`config.mk`:
```
export PLATFORM = sky130hd
export DESIGN_NAME = ft245_fifo_bridge
export DESIGN_NICKNAME = d
export VERILOG_FILES = /design/src/rtl/ft245_fifo_bridge.sv
export SDC_FILE = /design/constraint.sdc
export NUM_CORES = 1
export LEC_CHECK = 0
export BUFFER_PORTS_ARGS = -buffer_cell sky130_fd_sc_hd__buf_2
export CORE_MARGIN = 8
export CORE_UTILIZATION = 50
export CTS_BUF_LIST = sky130_fd_sc_hd__clkbuf_4
export DETAILED_ROUTE_END_ITERATION = 7
export PLACE_DENSITY = 0.67
export SYNTH_ARGS = -nofsm -noshare
export SYNTH_HDL_FRONTEND = slang
export SYNTH_SLANG_ARGS = --single-unit
```
`constraint.sdc`:
```
create_clock -name clk -period 6.5 [get_ports clk]
set_input_delay 0.65 -clock clk [delete_from_list [all_inputs] [get_ports clk]]
set_output_delay 0.65 -clock clk [all_outputs]
set_load 0.01 [all_outputs]
```
`src/rtl/ft245_fifo_bridge.sv`:
```
// ft245_fifo_bridge: FT245-style asynchronous parallel-FIFO bridge.
// Synchronises the device flags, times the rd/wr strobes with round-robin
// RX/TX arbitration, and buffers both directions in DEPTH-entry FIFOs with
// valid/ready streams on the SoC side.
// Ports:
//   clk, reset                 sole clock, synchronous active-high reset
//   ft_data_i/_o/_oe           FT245 data pad (tristate resolved at the pad)
//   ft_txe_n, ft_rxf_n         asynchronous device flags, active low
//   ft_rd_n, ft_wr_n           registered strobes, active low
//   tx_data/valid/ready        SoC -> host stream into the TX FIFO
//   rx_data/valid/ready        host -> SoC first-word fall-through stream
//   tx_level, rx_level         FIFO occupancy
module ft245_fifo_bridge #(
   parameter int unsigned DATA_W      = 8,
   parameter int unsigned DEPTH       = 16,
   parameter int unsigned SYNC_STAGES = 2,
   parameter int unsigned RD_CYCLES   = 3,
   parameter int unsigned WR_CYCLES   = 2,
   parameter int unsigned GAP_CYCLES  = 1
) (
   input  logic                     clk,
   input  logic                     reset,
   input  logic [DATA_W-1:0]        ft_data_i,
   output logic [DATA_W-1:0]        ft_data_o,
   output logic                     ft_data_oe,
   input  logic                     ft_txe_n,
   input  logic                     ft_rxf_n,
   output logic                     ft_rd_n,
   output logic                     ft_wr_n,
   input  logic [DATA_W-1:0]        tx_data,
   input  logic                     tx_valid,
   output logic                     tx_ready,
   output logic [DATA_W-1:0]        rx_data,
   output logic                     rx_valid,
   input  logic                     rx_ready,
   output logic [$clog2(DEPTH):0]   tx_level,
   output logic [$clog2(DEPTH):0]   rx_level
);

   localparam int unsigned AW         = $clog2(DEPTH);
   localparam int unsigned LW         = AW + 1;
   localparam int unsigned REC_CYCLES = SYNC_STAGES + GAP_CYCLES;
   localparam int unsigned CNT_MAX    =
      (RD_CYCLES > WR_CYCLES) ? ((RD_CYCLES > REC_CYCLES) ? RD_CYCLES : REC_CYCLES)
                              : ((WR_CYCLES > REC_CYCLES) ? WR_CYCLES : REC_CYCLES);
   localparam int unsigned CNT_W      = $clog2(CNT_MAX + 1);

   typedef enum logic [2:0] {
      S_IDLE,
      S_RD,
      S_WR_SETUP,
      S_WR,
      S_WR_HOLD,
      S_RECOVER
   } state_t;

   // ---------------------------------------------------------------- flags
   logic [SYNC_STAGES-1:0] txe_sync;
   logic [SYNC_STAGES-1:0] rxf_sync;
   logic                   s_txe;
   logic                   s_rxf;

   // Flag synchronisers; reset to 1 so the device reads as not ready.
   always_ff @(posedge clk) begin
      if (reset) begin
         txe_sync <= '1;
         rxf_sync <= '1;
      end else begin
         txe_sync <= {txe_sync[SYNC_STAGES-2:0], ft_txe_n};
         rxf_sync <= {rxf_sync[SYNC_STAGES-2:0], ft_rxf_n};
      end
   end

   assign s_txe = !txe_sync[SYNC_STAGES-1];
   assign s_rxf = !rxf_sync[SYNC_STAGES-1];

   // -------------------------------------------------------------- TX FIFO
   logic [DATA_W-1:0] tx_mem [DEPTH];
   logic [AW:0]       tx_wp, tx_rp;
   logic              tx_full, tx_empty;
   logic              tx_push, tx_pop;
   logic              tx_wr_en, tx_rd_en;

   assign tx_full  = (tx_wp[AW] != tx_rp[AW]) && (tx_wp[AW-1:0] == tx_rp[AW-1:0]);
   assign tx_empty = (tx_wp == tx_rp);
   assign tx_level = LW'(tx_wp - tx_rp);
   assign tx_ready = !tx_full && !reset;
   assign tx_push  = tx_valid && tx_ready;
   // A simultaneous push and pop is allowed even at the full/empty corner.
   assign tx_wr_en = tx_push && (!tx_full || tx_pop);
   assign tx_rd_en = tx_pop && (!tx_empty || tx_push);

   always_ff @(posedge clk) begin
      if (tx_wr_en) tx_mem[tx_wp[AW-1:0]] <= tx_data;
   end

   always_ff @(posedge clk) begin
      if (reset) begin
         tx_wp <= '0;
         tx_rp <= '0;
      end else begin
         if (tx_wr_en) tx_wp <= tx_wp + LW'(1);
         if (tx_rd_en) tx_rp <= tx_rp + LW'(1);
      end
   end

   // -------------------------------------------------------------- RX FIFO
   logic [DATA_W-1:0] rx_mem [DEPTH];
   logic [AW:0]       rx_wp, rx_rp;
   logic              rx_full, rx_empty;
   logic              rx_push, rx_pop;
   logic              rx_wr_en, rx_rd_en;

   assign rx_full  = (rx_wp[AW] != rx_rp[AW]) && (rx_wp[AW-1:0] == rx_rp[AW-1:0]);
   assign rx_empty = (rx_wp == rx_rp);
   assign rx_level = LW'(rx_wp - rx_rp);
   assign rx_valid = !rx_empty;
   assign rx_data  = rx_mem[rx_rp[AW-1:0]];
   assign rx_pop   = rx_valid && rx_ready;
   assign rx_wr_en = rx_push && !reset && (!rx_full || rx_pop);
   assign rx_rd_en = rx_pop && (!rx_empty || rx_push);

   // The pad byte is captured straight into the FIFO on the final RD edge.
   always_ff @(posedge clk) begin
      if (rx_wr_en) rx_mem[rx_wp[AW-1:0]] <= ft_data_i;
   end

   always_ff @(posedge clk) begin
      if (reset) begin
         rx_wp <= '0;
         rx_rp <= '0;
      end else begin
         if (rx_wr_en) rx_wp <= rx_wp + LW'(1);
         if (rx_rd_en) rx_rp <= rx_rp + LW'(1);
      end
   end

   // ------------------------------------------------------------------ FSM
   state_t            state, state_n;
   logic [CNT_W-1:0]  cnt, cnt_n;
   logic              last_was_rd, last_was_rd_n;
   logic              rd_n_n, wr_n_n, oe_n;
   logic [DATA_W-1:0] data_o_n;
   logic              can_rd, can_wr, go_rd, go_wr;

   // RECOVER guarantees no byte is in flight while deciding in IDLE.
   assign can_rd = s_rxf && (rx_level <= LW'(DEPTH - 1));
   assign can_wr = s_txe && !tx_empty;
   assign go_rd  = can_rd && (!can_wr || !last_was_rd);
   assign go_wr  = can_wr && !go_rd;

   // State and pad-side registers; strobes are the registered next values.
   always_ff @(posedge clk) begin
      if (reset) begin
         state       <= S_IDLE;
         cnt         <= '0;
         last_was_rd <= 1'b0;
         ft_rd_n     <= 1'b1;
         ft_wr_n     <= 1'b1;
         ft_data_oe  <= 1'b0;
         ft_data_o   <= '0;
      end else begin
         state       <= state_n;
         cnt         <= cnt_n;
         last_was_rd <= last_was_rd_n;
         ft_rd_n     <= rd_n_n;
         ft_wr_n     <= wr_n_n;
         ft_data_oe  <= oe_n;
         ft_data_o   <= data_o_n;
      end
   end

   // Next state; the pad values computed here apply during the next state.
   always_comb begin
      state_n       = state;
      cnt_n         = cnt;
      last_was_rd_n = last_was_rd;
      rd_n_n        = 1'b1;
      wr_n_n        = 1'b1;
      oe_n          = 1'b0;
      data_o_n      = ft_data_o;
      tx_pop        = 1'b0;
      rx_push       = 1'b0;

      case (state)
         S_IDLE: begin
            cnt_n = '0;
            if (go_rd) begin
               state_n = S_RD;
               rd_n_n  = 1'b0;
            end else if (go_wr) begin
               state_n  = S_WR_SETUP;
               tx_pop   = 1'b1;
               data_o_n = tx_mem[tx_rp[AW-1:0]];
               oe_n     = 1'b1;
            end
         end
         S_RD: begin
            if (cnt == CNT_W'(RD_CYCLES - 1)) begin
               rx_push       = 1'b1;
               state_n       = S_RECOVER;
               cnt_n         = '0;
               last_was_rd_n = 1'b1;
            end else begin
               cnt_n  = cnt + CNT_W'(1);
               rd_n_n = 1'b0;
            end
         end
         S_WR_SETUP: begin
            state_n = S_WR;
            cnt_n   = '0;
            wr_n_n  = 1'b0;
            oe_n    = 1'b1;
         end
         S_WR: begin
            oe_n = 1'b1;
            if (cnt == CNT_W'(WR_CYCLES - 1)) begin
               state_n = S_WR_HOLD;
            end else begin
               cnt_n  = cnt + CNT_W'(1);
               wr_n_n = 1'b0;
            end
         end
         S_WR_HOLD: begin
            state_n       = S_RECOVER;
            cnt_n         = '0;
            last_was_rd_n = 1'b0;
         end
         S_RECOVER: begin
            if (cnt == CNT_W'(REC_CYCLES - 1)) begin
               state_n = S_IDLE;
               cnt_n   = '0;
            end else begin
               cnt_n = cnt + CNT_W'(1);
            end
         end
         default: begin
            state_n = S_IDLE;
            cnt_n   = '0;
         end
      endcase
   end

endmodule
```
Yosys cells after proc, flatten, opt, wreduce, memory -nomap -nowiden:

Memories as Yosys holds them, arrays and structs flattened. A register that Yosys moved wholly into a read port is not among the register bits.
Cells that the tools add are included.

* memory bits (writable): 256
* memories: 2
* flip-flop bits (word level): 33
* output and inout bits: 31

Memories
* rx_mem: depth 16, bits a word 8, rd ports 1, clocked after Yosys merged registers in 1, write ports 1, RTL line 108 `logic [DATA_W-1:0] rx_mem [DEPTH];`
* tx_mem: depth 16, bits a word 8, rd ports 1, clocked after Yosys merged registers in 1, write ports 1, RTL line 78 `logic [DATA_W-1:0] tx_mem [DEPTH];`

* bitwise gates (word level): 1
* order comparisons: 1
* equality and inequality tests: 18
* reduce and logical (&&, ||, !) cells: 36
* add/sub/neg operators: 7
* mux-type cells: 27

Operator list (count)
* 5-bit by 1-bit adder with 5-bit output (second input constant): 4
* 3-bit one-hot mux with 6 select lines: 1
* 3-bit 2-to-1 mux: 5
* 1-bit logical AND: 14
* 1-bit 2-to-1 mux: 12
* 5-bit equality test: 2
* 1-bit logical NOT: 10
* 5-bit subtractor: 2
* 4-bit equality test: 2
* 4-bit 2-to-1 mux: 2
* 2-bit inequality test (second input constant): 4
* 1-bit one-hot mux with 2 select lines: 4
* 3-bit by 2-bit equality test with 1-bit output (second input constant): 2
* 3-bit equality test (second input constant): 2
* 5-bit by 4-bit less-or-equal comparator with 1-bit output (second input constant): 1
* 1-bit logical OR: 5
* 2-bit 2-to-1 mux: 2
* 2-bit one-hot mux with 2 select lines: 1
* 4-bit AND reduction: 1
* 2-bit OR reduction: 2
* 3-bit by 1-bit equality test with 1-bit output (second input constant): 1
* 3-bit logical NOT: 1
* 3-bit inequality test (second input constant): 1
* 3-bit AND reduction: 1
* 7 further kinds: 8

Longest topological paths before layout:

Gate-level depths: netlist of run 1.

* depth after elaboration: 15
* gate-level depth with buffers: 10

Worst setup path before layout of run 1:

OpenSTA, ideal clock, no wires.

* path type: register -> register
* from: reg tx_rp[1]
* to: mem tx_mem[1][0], enable pin
* data arrival time: 2.624 ns
* data required time: 6.117 ns
* stages on the path, launching flop included: 8
* library setup time: 0.383 ns
* slack: 3.492 ns
* buffers on the path: 1
* cell sequence: dfxtp_1 clkbuf_1 inv_1 ha_1 and4_1 a211oi_2 nand2_1 nor3_1

* cells in the longest elaborated chain, start to end: 15

RTL lines
* start, declared: RTL line 79 `logic [AW:0] tx_wp, tx_rp;`
* start signal, assigned: RTL line 103 `if (tx_rd_en) tx_rp <= tx_rp + LW'(1);`
* 5-bit equality test: RTL line 85 `assign tx_empty = (tx_wp == tx_rp);`
* 1-bit logical NOT: RTL line 148 `assign can_wr = s_txe && !tx_empty;`
* 1-bit logical AND: RTL line 148
* 1-bit logical NOT: RTL line 149 `assign go_rd = can_rd && (!can_wr || !last_was_rd);`
* 1-bit logical OR: RTL line 149
* 1-bit logical AND: RTL line 149
* 1-bit logical NOT: RTL line 150 `assign go_wr = can_wr && !go_rd;`
* 1-bit logical AND: RTL line 150
* 1-bit 2-to-1 mux: RTL line 191 `end else if (go_wr) begin`
* 1-bit 2-to-1 mux: RTL line 188 `if (go_rd) begin`
* 1-bit 2-to-1 mux: RTL line 185 `case (state)`
* 1-bit logical OR: RTL line 90 `assign tx_wr_en = tx_push && (!tx_full || tx_pop);`
* 1-bit logical AND *: RTL line 90
* 1-bit 2-to-1 mux *: RTL line 94 `if (tx_wr_en) tx_mem[tx_wp[AW-1:0]] <= tx_data;`
* 1-bit 2-to-1 mux (not written as such) *: RTL line 94
* end, declared: RTL line 78

Every way passes the cells marked *; elsewhere a longest branch is shown, timed or not.

Worst setup path after layout of run 1:

* from: reg tx_rp[1]
* to: mem tx_mem[2][1], enable pin

The elaborated chain is that of the path after synthesis.

==> impl_metrics.ini, run 1 <==
[outcome]
outcome = finished clean

[cells_and_area]
drive_gt1_frac = 0.308
fillCellCount = 1875
final_common_cell = edfxtp_1
fin_util = 0.569
syn_to_final_growth_pct = 13.1
final_cell_mix = 256 x edfxtp_1, 111 x clkbuf_4, 72 x mux4_2, 52 x buf_2, 47 x nor2_1
finalNetCount = 833
fin_area_um2 = 13700

[global_routing]
groute.usage.overall = 0.181
grt_overflow = 0
antenna_found_initial = 1
grt_pass1_vias = 6846
grt_pass1_wl_um = 39600
grt_max_degree = 44

[worst_setup_path]
start_kind = register
path_cells = buf_4, inv_1, ha_1, and4_1, a211oi_2, nand2_1, nor3_1
cp_max_fo = 32
worst_path_largest_cell_delay_ns = 0.80
critPathLaunch = tx_rp[1]
cp_slowest_cell = nor3_1
path_class = register to register
cp-end-kind = register
cp.arrival_ns = 3.83
reg2reg_from = tx_rp[1]
critPathRequiredTime_ns = 6.79

[synth]
synth_seq_area_share = 0.710
async_reset_ff_frac = 0
syn_avg_cell_area_um2 = 17.7
ys_seq_elements = 301
synthCells = 685
synth_edf_count = 256
ys_types = 47
synth_nets = 730
synth_ff_type = edfxtp_1
yosysWarnings = 0
netlist_area_um2 = 12100

[die]
initial_core_util = 0.503
fp.dieH_um = 172
fp.dieArea_um2 = 29400
core-area_um2 = 24000
io_pins = 53
die_x_um = 172
placementRows = 57

[pwr]
p_per_area_nw_per_um2 = 283
p_leak_nw = 4.53
vdd_drop_max_mv = 0.186
fin_total_pwr_w = 0.00387

[clock_tree]
ctsRootBufferMaster = clkbuf_4
cts.sinks = 301
clk_latency_ns = 0.68
cts_resized = 0
cts_buffers = 76
hold_buffers = 0
cts_tree = yes
cts_max_level = 3
postCtsSetupRepairBufs = 0
path_clk_slew_ns = 0.06
cts_buffer_depth = 3

[route]
first_iter_violations = 480
drt_wl_total_um = 25500
routed_via_density = 5.59
drt-met1-wl_um = 10400
met3_wirelength_um = 1240
highest_layer = met4
vias = 6555
wire_per_inst_um = 21.7
ant_nets = 0
drc_errors = 0
wl_met2_um = 13100
drtPass1Iterations = 4

[placement]
hpwl_um = 16900
io_buffer_count = 52
placed_area_um2 = 12700
place_ws_ns = 2.94
gp_congestion = 0.875

[sta]
finalClockSkew_ns = 0.0302
fmax_mhz = 282
relSlewSlack = 0.181
setup_tns_ns = 0
period_share = 0.545
final-max-slew-violation-count = 0
min_period_ns = 3.54
setup_violations = 0
tightest_slew_ns = 1.22
grt_setup_unrepaired = false
hold_viol = 0
finalWorstSetupSlack_ns = 2.96

[job]
drv_cap = 0

[min_path]
hold_path_class = input port to register
holdCritStartpoint = ft_txe_n
==> layout make-up <==
cell class              instances  area [um2]  area share
diodes                          1        2.50    0.000183
clock buffers                 111         833      0.0609
well taps                     324         405      0.0296
flip-flops and latches        301        8590       0.628
clock inverters                26         178      0.0130
inverters                      24        90.1     0.00658
repair buffers                 59         313      0.0229
multi-input cells             326        3270       0.239
==> synth_stat cells (2+ instances only) <==
| cell | instances | area [um2] |
|---|---|---|
| a22oi_1 | 10 | 75.1 |
| nand3_1 | 14 | 70.1 |
| o21ai_0 | 13 | 65.1 |
| fa_1 | 2 | 40.0 |
| inv_1 | 24 | 90.1 |
| o21a_1 | 3 | 22.5 |
| clkbuf_1 | 15 | 56.3 |
| nand2_1 | 24 | 90.1 |
| buf_4 | 2 | 15.0 |
| nor3_1 | 13 | 65.1 |
| buf_1 | 5 | 18.8 |
| nor2b_1 | 4 | 25.0 |
| ha_1 | 21 | 263 |
| a31oi_1 | 2 | 12.5 |
| nand4_1 | 5 | 31.3 |
| mux2i_1 | 6 | 60.1 |
| and2_1 | 2 | 12.5 |
| nand2b_1 | 7 | 43.8 |
| a2111o_1 | 2 | 22.5 |
| edfxtp_1 | 256 | 7690 |
| buf_2 | 11 | 55.1 |
| and3_1 | 3 | 18.8 |
| or3_1 | 2 | 12.5 |
| a211oi_1 | 3 | 22.5 |
| o31ai_1 | 4 | 30.0 |
| or2_2 | 5 | 31.3 |
| xor2_1 | 6 | 52.6 |
| o22ai_1 | 2 | 12.5 |
| xnor2_1 | 13 | 114 |
| nor2_1 | 47 | 176 |
| a21o_1 | 4 | 30.0 |
| a21oi_1 | 25 | 125 |
| dfxtp_1 | 45 | 901 |
| mux4_2 | 72 | 1620 |
==> worst max-delay path, delay by kind of cell (launching register included) <==
| family | cells | cell delay, ns |
|---|---|---|
| AO/OA/AOI/OAI | 1 | 0.56 |
| adder cells (fa/ha/maj) | 1 | 0.34 |
| buffers and inverters | 2 | 0.69 |
| flip-flops | 1 | 0.32 |
| AND/OR/NAND/NOR | 3 | 1.25 |
==> layer usage <==
| metal | global-route usage | vias to the layer above |
|---|---|---|
| met5 | 0 | - |
| li1 | - | 2954 |
| met1 | 0.217 | 3324 |
| met4 | 0.0718 | 0 |
| met3 | 0.0480 | 60 |
| met2 | 0.308 | 217 |
==> cell families (layout without fill, tap and decap cells) <==
group                    count (synthesis)  count (layout)  synth area share
AO/OA/AOI/OAI                           74              74            0.0392
XOR/XNOR                                20              20            0.0151
adder cells (fa/ha/maj)                 23              23            0.0250
buffers and inverters                   58             220            0.0199
flip-flops                             301             301             0.710
multiplexers                            78              78             0.139
other                                    0               1                 0
AND/OR/NAND/NOR                        131             131            0.0520
==> final timing paths <==
path	endpoint	slack [ns]	cells past startpoint
max reg2reg	tx_mem[2][1]	2.96	7
min	txe_sync[0]	0.19	2
max	tx_mem[2][1]	2.96	7
min reg2reg	txe_sync[1]	0.41	1
==> power breakdown <==
group | internal [W] | total [W] | leakage (nW) | switching (W)
combinational | 0.0000415 | 0.000122 | 1.26 | 0.0000801
sequential | 0.00211 | 0.00212 | 2.67 | 0.0000130
clock | 0.000904 | 0.00163 | 0.594 | 0.000730
==> registers in the layout, indices dropped and copies added (netlist names), 3 cells and up, named ones only <==
signal,cells
rx_mem,128
tx_mem,128
ft_data_o,8
rx_rp,5
rx_wp,5
tx_rp,5
tx_wp,5
state,3
==> stage by stage <==
| stage | hold WS (ns) | cells |
|---|---|---|
| 2_1_floorplan | 0.389 | 685 |
| 3_3_place_gp | 0.395 | 1034 |
| 3_5_place_dp | 0.398 | 1034 |
| 4_1_cts | 0.136 | 1171 |
| 5_1_grt | 0.119 | 1172 |
| 6_report | 0.187 | 1172 |
(Power assumes the default switching activity.)
==> inputs of run 2 (changes only) <==
- ABC_AREA: unset -> 1
- PLACE_DENSITY: 0.67 -> 0.69
- clock period: 6.5 -> 3.1 ns (I/O delays scaled with it)
==> run 2 against run 1 <==
Critical path depth is 2 lower. Register-to-register slack got worse by 2.3 ns. Non-clock buffer count rose by 19. Design area increased by 4.7%. Power rose by 130%. Die area grew 4.3%. Synthesized cell count is 55% higher. Wire length grew 12%. Global-route usage grew 0.28 points. Critical path type is now register to primary output.
==> impl_metrics.ini, run 2 <==
[worst_setup_path]
path_class = register to primary output
cp_max_fo = 32
cp-end-kind = primary output
crit_buf_inv = 2
cp.arrival_ns = 2.58
worst_path_largest_cell_delay_ns = 0.74
start_kind = register
path_cells = inv_1, o21ai_0, o211ai_1, nand2_1, buf_2
critPathRequiredTime_ns = 2.79
cp_top_family = buffers and inverters
cp_slowest_cell = inv_1

[global_routing]
antenna_found_initial = 2
grt_util_met1 = 0.218
grt.met3_usage = 0.0425
grt_max_degree = 67
use_met2 = 0.313
grt_pass1_vias = 8431
grt_pass1_wl_um = 44200
grt-busiest-layer = met2
groute.usage.overall = 0.184
grt_overflow = 0

[route]
drt_wl_total_um = 28500
routed_via_density = 5.39
first_iter_violations = 574
drc_errors = 0
wire_per_inst_um = 18.3
drtPass1Iterations = 7
ant_nets = 0
vias = 8387

[sta]
final-max-slew-violation-count = 0
finalClockSkew_ns = 0.0589
setup_tns_ns = 0
setup_violations = 0
period_share = 0.933
fmax_mhz = 346
min_period_ns = 2.89
tightest_slew_ns = 1.01
relSlewSlack = 0.325
finalWorstSetupSlack_ns = 0.207
hold_viol = 0
hold_ws_ns = 0.0468
grt_setup_unrepaired = false

[synth]
yosys-top-cells-count = 256 x edfxtp_1, 144 x nor2_1, 109 x o21ai_0
synth_nets = 1105
netlist.top_cell.by_area = edfxtp_1
synth.most_common_cell = edfxtp_1
synth_top_area_frac = 0.607
synthTopCellsByArea = edfxtp_1 61%, dfxtp_1 7.1%, o21ai_0 4.3%
yosysWarnings = 0
syn_avg_cell_area_um2 = 12.0
async_reset_ff_frac = 0
synth_edf_count = 256
netlist_area_um2 = 12700
synth_ff_type = edfxtp_1
ys_types = 40
ys_seq_elements = 301
synthCells = 1060
synth_seq_area_share = 0.678

[pwr]
p_per_area_nw_per_um2 = 620
fin_total_pwr_w = 0.00889
vdd_drop_max_mv = 0.350
p_leak_nw = 5.17

[die]
die_x_um = 175
fp.dieArea_um2 = 30700
fp.dieH_um = 175
placementRows = 58
io_pins = 53
initial_core_util = 0.506
core-area_um2 = 25000

[placement]
io_buffer_count = 52
gp_congestion = 0.891
hpwl_um = 18100
place_ws_ns = 0.658
placed_area_um2 = 13300

[clock_tree]
clk_latency_ns = 0.68
cts.sinks = 301
ctsRootBufferMaster = clkbuf_4
cts_tree = yes
cts_buffer_depth = 3
cts_buffers = 77
cts_max_level = 3
path_clk_slew_ns = 0.07

[job]
drv_cap = 0

[cells_and_area]
final_cell_mix = 256 x edfxtp_1, 144 x nor2_1, 109 x o21ai_0, 107 x clkbuf_4, 92 x nand2_1
syn_to_final_growth_pct = 13.0
finalNetCount = 1213
drive_gt1_frac = 0.185
final_common_cell = edfxtp_1
fin_area_um2 = 14300

[min_path]
hold_path_class = input port to register

[outcome]
outcome = finished clean
[run 2: cell types whose count changed after synthesis, moves of 11 or more]
cell	delta
nand3_1	+22
o21ai_0	+96
a21oi_1	+28
o21ai_1	+13
mux4_2	-72
nor2_1	+97
mux2i_1	+26
o211ai_1	+48
inv_1	+52
nand2_1	+68
o22ai_1	+14
xnor2_1	-11
[run 2: worst paths after layout]
path | from | to | slack (ns) | cells past startpoint
worst max-delay path | register | rx_data[5] | 0.21 | 5
worst max register to register | tx_wp[3] | tx_mem[9][0] | 0.62 | 8
worst min-delay path | ft_data_i[6] | rx_mem[5][6] | 0.05 | 1
worst min register to register | rxf_sync[0] | rxf_sync[1] | 0.42 | 1
[run 2: logic make-up after synthesis]
family	Yosys count	share of synthesized area
AOI/OAI and AO/OA	246	0.110
xor gates and xnor gates	10	0.00691
adders and majority gates	23	0.0239
buffers and inverters	136	0.0480
DFF	301	0.678
muxes	32	0.0253
and+or+nand+nor	312	0.108
[run 2: report_power, final]
group	switching, W	total (W)	internal (W)
clock network	0.00154	0.00347	0.00192
logic	0.000627	0.000938	0.000311
registers	0.0000365	0.00448	0.00445
total	0.00221	0.00889	0.00668
[run 2: per-stage QoR]
step | utilization | cells
3_5_place_dp | 0.529 | 1414
4_1_cts | 0.572 | 1551
6_report | 0.572 | 1555
3_3_place_gp | 0.529 | 1414
2_1_floorplan | - | 1060
5_1_grt | 0.572 | 1555
[run 2: area by class of cell]
| class | instances | area, um2 |
|---|---|---|
| Clock inverter | 25 | 208 |
| Inverter | 87 | 327 |
| Clock buffer | 107 | 803 |
| Antenna cell | 4 | 10.0 |
| Timing Repair Buffer | 78 | 493 |
| Fill cell | 2125 | 10700 |
| Sequential cell | 301 | 8590 |
| Tap cell | 330 | 413 |
| Multi-Input combinational cell | 623 | 3470 |
[run 2: what timing repair did]
item / CTS / global route
hold buffers: 5 / 0
resized for setup: 0 / 0
endpoints found under the hold margin: 6 / 0
setup buffers: 0 / 0
[run 2: worst register-to-register path, stage by stage, from the launching register on]
cell and delay, ns:
dfxtp_1 0.46, ha_1 0.32, nand2_2 0.12, nor2_4 0.06, a21oi_2 0.16, nand2_2 0.14, inv_2 0.13, nand2_1 0.15
nor2_1 0.54
[run 2: routing by layer]
layer  share of wire  up-vias  routed length (um)
met3           0.068       67                1930
li1                -     4049                   -
met2            0.50      287               14200
met5               0        -                   0
met1            0.40     3984               11400
met4           0.031        0                 895
